--- src/rtl/hilo_pkg.sv ---
// hilo_pkg: shared op codes, FSM states and default width for the HI/LO register block.
package hilo_pkg;
  localparam int W_DEFAULT = 32;
  typedef enum logic [2:0] {
    OP_NOP   = 3'd0,
    OP_WRITE = 3'd1,
    OP_MTHI  = 3'd2,
    OP_MTLO  = 3'd3,
    OP_MADD  = 3'd4,
    OP_MSUB  = 3'd5,
    OP_RSVD  = 3'd6,
    OP_CLEAR = 3'd7
  } opT;
  typedef enum logic {
    ST_IDLE = 1'b0,
    ST_ACC  = 1'b1
  } stateT;
endpackage

--- src/rtl/hilo_addsplit.sv ---
// hilo_addsplit: W-bit adder with carry in/out, one instance per half of the accumulator.
//   a, b  : W-bit addends
//   cin   : carry in
//   sum   : W-bit sum
//   cout  : carry out
module hilo_addsplit #(
  parameter int W = 32
) (
  input  logic [W-1:0] a,
  input  logic [W-1:0] b,
  input  logic         cin,
  output logic [W-1:0] sum,
  output logic         cout
);
  assign {cout, sum} = {1'b0, a} + {1'b0, b} + {{W{1'b0}}, cin};
endmodule

--- src/rtl/hilo_acc_reg.sv ---
// hilo_acc_reg: architectural HI/LO pair with writes, moves, clear and two-cycle MADD/MSUB.
//   Clk      : clock, state updates on the falling edge
//   Reset    : asynchronous active-high reset
//   Op       : operation code, sampled when Valid && Ready
//   Valid    : producer presents Op and operands
//   Ready    : block is idle and can accept an Op
//   ResultHI : high half of product/quotient (WRITE, MADD, MSUB)
//   ResultLO : low half of product/quotient (WRITE, MADD, MSUB)
//   MoveData : rs operand for MTHI/MTLO
//   HIOut    : architectural HI
//   LOOut    : architectural LO
//   Busy     : accumulate in progress
//   debugOut : {HIOut, LOOut}
module hilo_acc_reg
  import hilo_pkg::*;
#(
  parameter int W      = W_DEFAULT,
  parameter bit ACC_EN = 1'b1
) (
  input  logic           Clk,
  input  logic           Reset,
  input  logic [2:0]     Op,
  input  logic           Valid,
  output logic           Ready,
  input  logic [W-1:0]   ResultHI,
  input  logic [W-1:0]   ResultLO,
  input  logic [W-1:0]   MoveData,
  output logic [W-1:0]   HIOut,
  output logic [W-1:0]   LOOut,
  output logic           Busy,
  output logic [2*W-1:0] debugOut
);
  stateT state, stateNext;
  logic [W-1:0] hiReg, loReg, hiNext, loNext;
  logic [W-1:0] loLatch, hiOpLatch, loSum, hiSum, loOperand;
  logic carryLatch, loCarry, unusedHiCarry, isSub, accept, accOp;
  assign accept    = Valid && state == ST_IDLE;
  assign isSub     = opT'(Op) == OP_MSUB;
  assign accOp     = ACC_EN && (opT'(Op) == OP_MADD || opT'(Op) == OP_MSUB);
  // Subtraction is two's complement: invert the operand and inject +1 as carry-in.
  assign loOperand = isSub ? ~ResultLO : ResultLO;
  hilo_addsplit #(.W(W)) uLo (
    .a(loReg), .b(loOperand), .cin(isSub), .sum(loSum), .cout(loCarry)
  );
  // High half runs one cycle later from latched operands; its carry-out is the silent wrap.
  hilo_addsplit #(.W(W)) uHi (
    .a(hiReg), .b(hiOpLatch), .cin(carryLatch), .sum(hiSum), .cout(unusedHiCarry)
  );
  always_comb begin
    stateNext = state;
    hiNext    = hiReg;
    loNext    = loReg;
    if (state == ST_ACC) begin
      stateNext = ST_IDLE;
      hiNext    = hiSum;
      loNext    = loLatch;
    end else if (Valid) begin
      case (opT'(Op))
        OP_WRITE: begin
          hiNext = ResultHI;
          loNext = ResultLO;
        end
        OP_MTHI:  hiNext = MoveData;
        OP_MTLO:  loNext = MoveData;
        OP_CLEAR: begin
          hiNext = '0;
          loNext = '0;
        end
        default:  stateNext = accOp ? ST_ACC : ST_IDLE;
      endcase
    end
  end
  always_ff @(negedge Clk or posedge Reset) begin
    if (Reset) begin
      state      <= ST_IDLE;
      hiReg      <= '0;
      loReg      <= '0;
      loLatch    <= '0;
      hiOpLatch  <= '0;
      carryLatch <= 1'b0;
    end else begin
      state <= stateNext;
      hiReg <= hiNext;
      loReg <= loNext;
      if (accept && accOp) begin
        loLatch    <= loSum;
        carryLatch <= loCarry;
        hiOpLatch  <= isSub ? ~ResultHI : ResultHI;
      end
    end
  end
  assign Ready    = state == ST_IDLE;
  assign Busy     = state == ST_ACC;
  assign HIOut    = hiReg;
  assign LOOut    = loReg;
  assign debugOut = {hiReg, loReg};
endmodule
--- config.mk ---
export PLATFORM = sky130hd
export DESIGN_NAME = hilo_acc_reg
export DESIGN_NICKNAME = d
export VERILOG_FILES = /design/src/rtl/hilo_pkg.sv /design/src/rtl/hilo_addsplit.sv /design/src/rtl/hilo_acc_reg.sv
export SDC_FILE = /design/constraint.sdc
export NUM_CORES = 1
export LEC_CHECK = 0
export CAP_MARGIN = 10
export CORE_MARGIN = 2
export CORE_UTILIZATION = 40
export CTS_CLUSTER_SIZE = 14
export DETAILED_ROUTE_END_ITERATION = 12
export HOLD_SLACK_MARGIN = 0.1
export PLACE_DENSITY = 0.71
export RECOVER_POWER = 100
export SLEW_MARGIN = 10
export SYNTH_ARGS = -nofsm -noshare
export SYNTH_HDL_FRONTEND = slang
export SYNTH_SLANG_ARGS = --single-unit
--- constraint.sdc ---
create_clock -name Clk -period 5.15 [get_ports Clk]
set_clock_uncertainty 0.1 [all_clocks]
set_input_delay 1.03 -clock Clk [delete_from_list [all_inputs] [get_ports Clk]]
set_output_delay 1.03 -clock Clk [all_outputs]
set_load 0.02 [all_outputs]
==> impl_metrics.ini, run 1 <==
[status]
outcome = finished with violations
violations = negative setup slack

[synth]
synth_compound_area_share_pct = 24.99
syn_nets = 1407
yosys.area_share.simple_pct = 15.96
ys_async_sr_fraction_pct = 100.0
synthCells = 1238
synthMuxAreaShare_pct = 0.9135
ys_warn_count = 0
synth_area_leaders = dfrtn_1 32%, xnor2_1 8.3%, ha_1 7.8%
yosys.area_share.adder_pct = 8.380
synth_ff_type = dfrtn_1
yosys.area_share.xor_xnor_pct = 9.976
ys_seq_area_share_pct = 31.67
synth.largest_area_cell = dfrtn_1
synth.avg_cell_area_um2 = 8.298
ys_seq_elements = 130
synth_cell_type_count = 69
synth_area_um2 = 10270
synth_top_family_by_area = compound AO/OA/AOI/OAI gates
synth_top_area_share_pct = 31.67
netlist_top_cells_count = 151 x nand2_1, 135 x a21oi_1, 130 x dfrtn_1
yosysMostFrequentCell = nand2_1
synth_edf_count = 0

[power]
irDropWorstVdd_mv = 0.2060
leakage_uw = 0.006610
p_per_area_nw_per_um2 = 427.8

[global_route]
grt_pass1_vias = 10175
grt_max_degree = 73
grtUsageTotal_pct = 25.47
antenna_found_initial = 1
overflow = 0
grt_pass1_wl_um = 53830

[routing]
routed_wl_um = 34610
dr_total_vias = 10356
drc_errors = 0
viasPerCell = 5.541
wire_per_inst_um = 18.52
ant_nets = 0
firstDrtPassIters = 5
drt_iter0_drc = 768

[clocking]
cts_buffers = 17
clock-root-buffer = clkbuf_16
clk_latency_ps = 400
cts_buffer_depth = 2
cts_tree = built
clkTransAtPathRegs_ps = 50
cts_max_level = 4
cts_sinks = 130

[sta]
relSlewSlack_pct = 30.29
finalHoldViolations = 0
setup_tns_ps = -21340
rsz0062_at_grt = yes
setup-violations-final = 30
tightest_slew_ps = 1046
drv_slew = 0
fin_ws_ps = -959.7

[finish]
fin_util_pct = 58.31
diodes = 0
stdcell_area_um2 = 14680
nets = 1695
seqCellArea_um2 = 3253
area_growth_pct = 42.95
drive_above_1_share_pct = 19.75
fillers = 2230
fin_cells = 1869
multiInputGateArea_um2 = 6735

[worst_hold_path]
min_from = hiOpLatch[2]$_DFFE_NP0P_
hold_path_class = flop to flop

[placement]
dp_cells = 1817
dpl.hpwl_um = 25160
post-place-ws_ps = -1741
place.gp.congestion = 0.9275
port_buffers = 231
dpl_cell_area_um2 = 13670

[critical_path]
required_ps = 2720
path_max_fanout = 7
endpoint_kind = flop
startpoint_type = input pin
critPathLaunch = Op[1]
path_class = input pin to flop
arrival_ps = 3680
rr_startpoint = HIOut[0]$_DFFE_NP0P_

[run]
maxCapViolCount = 0

[floorplan]
start_util_pct = 40.79
dieWidth_um = 164.3
dieHeight_um = 164.3
core-area_um2 = 25180
dieArea_um2 = 26980
ios = 232
rows = 58
==> cells in the final DEF, fill, tap and decap left out, types with 10 or more instances in the layout <==
cell | netlist | final
a21oi_2 | 2 | 10
clkdlybuf4s50_1 | 0 | 95
a221oi_1 | 22 | 22
dfrtn_1 | 130 | 130
a21oi_1 | 135 | 126
inv_1 | 15 | 13
ha_1 | 64 | 59
buf_6 | 1 | 22
nor3_1 | 12 | 10
clkbuf_16 | 0 | 17
buf_4 | 64 | 149
nand3_1 | 17 | 16
dlygate4sd2_1 | 0 | 132
nor2_1 | 78 | 77
o21ai_1 | 19 | 32
xnor2_2 | 0 | 11
a21o_1 | 23 | 23
xor2_1 | 20 | 19
xnor2_1 | 97 | 82
a221o_1 | 17 | 17
nand2_1 | 151 | 144
o21ai_0 | 122 | 106
nor3b_1 | 35 | 34
==> stage by stage <==
step / total power [uW] / hold slack (ps)
2_1_floorplan: 3756 / 310.7
3_3_place_gp: 4856 / 329.0
3_5_place_dp: 4925 / 335.1
4_1_cts: 6147 / 334.9
5_1_grt: 6700 / 362.5
6_report: 6283 / 334.2
==> state kept, by name, summed over array words and instances (netlist names) <==
register and flops:
Busy 1, HIOut 32, LOOut 32, carryLatch 1, hiOpLatch 32, loLatch 32
==> routing by layer <==
metal  up-vias  global-route usage, %  wire length [um]
met5         -                      0                 0
met4         0                  8.333               818
met3        65                  3.788              2095
met2       405                  42.94             16850
met1      4925                  33.47             14850
li1       4961                      -                 -
==> worst paths after layout <==
| check | end | slack [ps] | cells after the start |
|---|---|---|---|
| min | hiOpLatch[2]$_DFFE_NP0P_ | 330 | 2 |
| max in group asynchronous | HIOut[30]$_DFFE_NP0P_ | 420 | 3 |
| min in group asynchronous | HIOut[3]$_DFFE_NP0P_ | 3740 | 3 |
| max reg2reg | HIOut[16]$_DFFE_NP0P_ | 1750 | 10 |
| min reg2reg | hiOpLatch[2]$_DFFE_NP0P_ | 330 | 2 |
| max | loLatch[30]$_DFFE_NP0P_ | -960 | 15 |
==> worst max-delay path: stages <==
cell       delay [ps]
buf_6              90
nand3b_1          160
buf_6             170
buf_6             130
nor2_4             70
a21oi_2            40
fa_2              380
nor2b_4           130
o2111ai_2         170
a21oi_2           260
o2111ai_2         160
a21bo_1           250
and2_4            140
o2111a_1          230
a221o_1           260
==> repair_timing <==
action	in CTS	in global routing
resized for setup	198	39
hold buffers	0	0
setup endpoints to repair	259	67
pin swaps	51	38
setup buffers	13	10
==> logic make-up (layout without fill, tap and decap cells) <==
family                     count (synthesis)  count (layout)
and+or+nand+nor                          344             344
DFF                                      130             130
muxes                                      9               9
xor gates and xnor gates                 117             117
AOI/OAI and AO/OA                        416             416
adders and majority gates                 67              67
buffers and inverters                    155             456
==> report_power, final <==
group          internal [uW]  switching (uW)  leakage (uW)  total [uW]
clock                    772             508      0.000288        1280
combinational           1550            1850       0.00473        3400
sequential              1330             270       0.00159        1600
==> area by class of cell <==
cell class	count	area share, %
clock inverter	14	1.108
multi-input combinational	953	45.87
inverter	15	0.3920
timing repair buffer	409	24.68
clock buffer	18	2.991
tap	330	2.812
sequential	130	22.15
Note: power is estimated with default switching activity, not from simulation.
==> run 2: changes to the inputs <==
Settings changed: ABC_AREA set to 0.
==> results of run 2 <==
No change in the layout: final DEF, timing and power equal those of run 1.
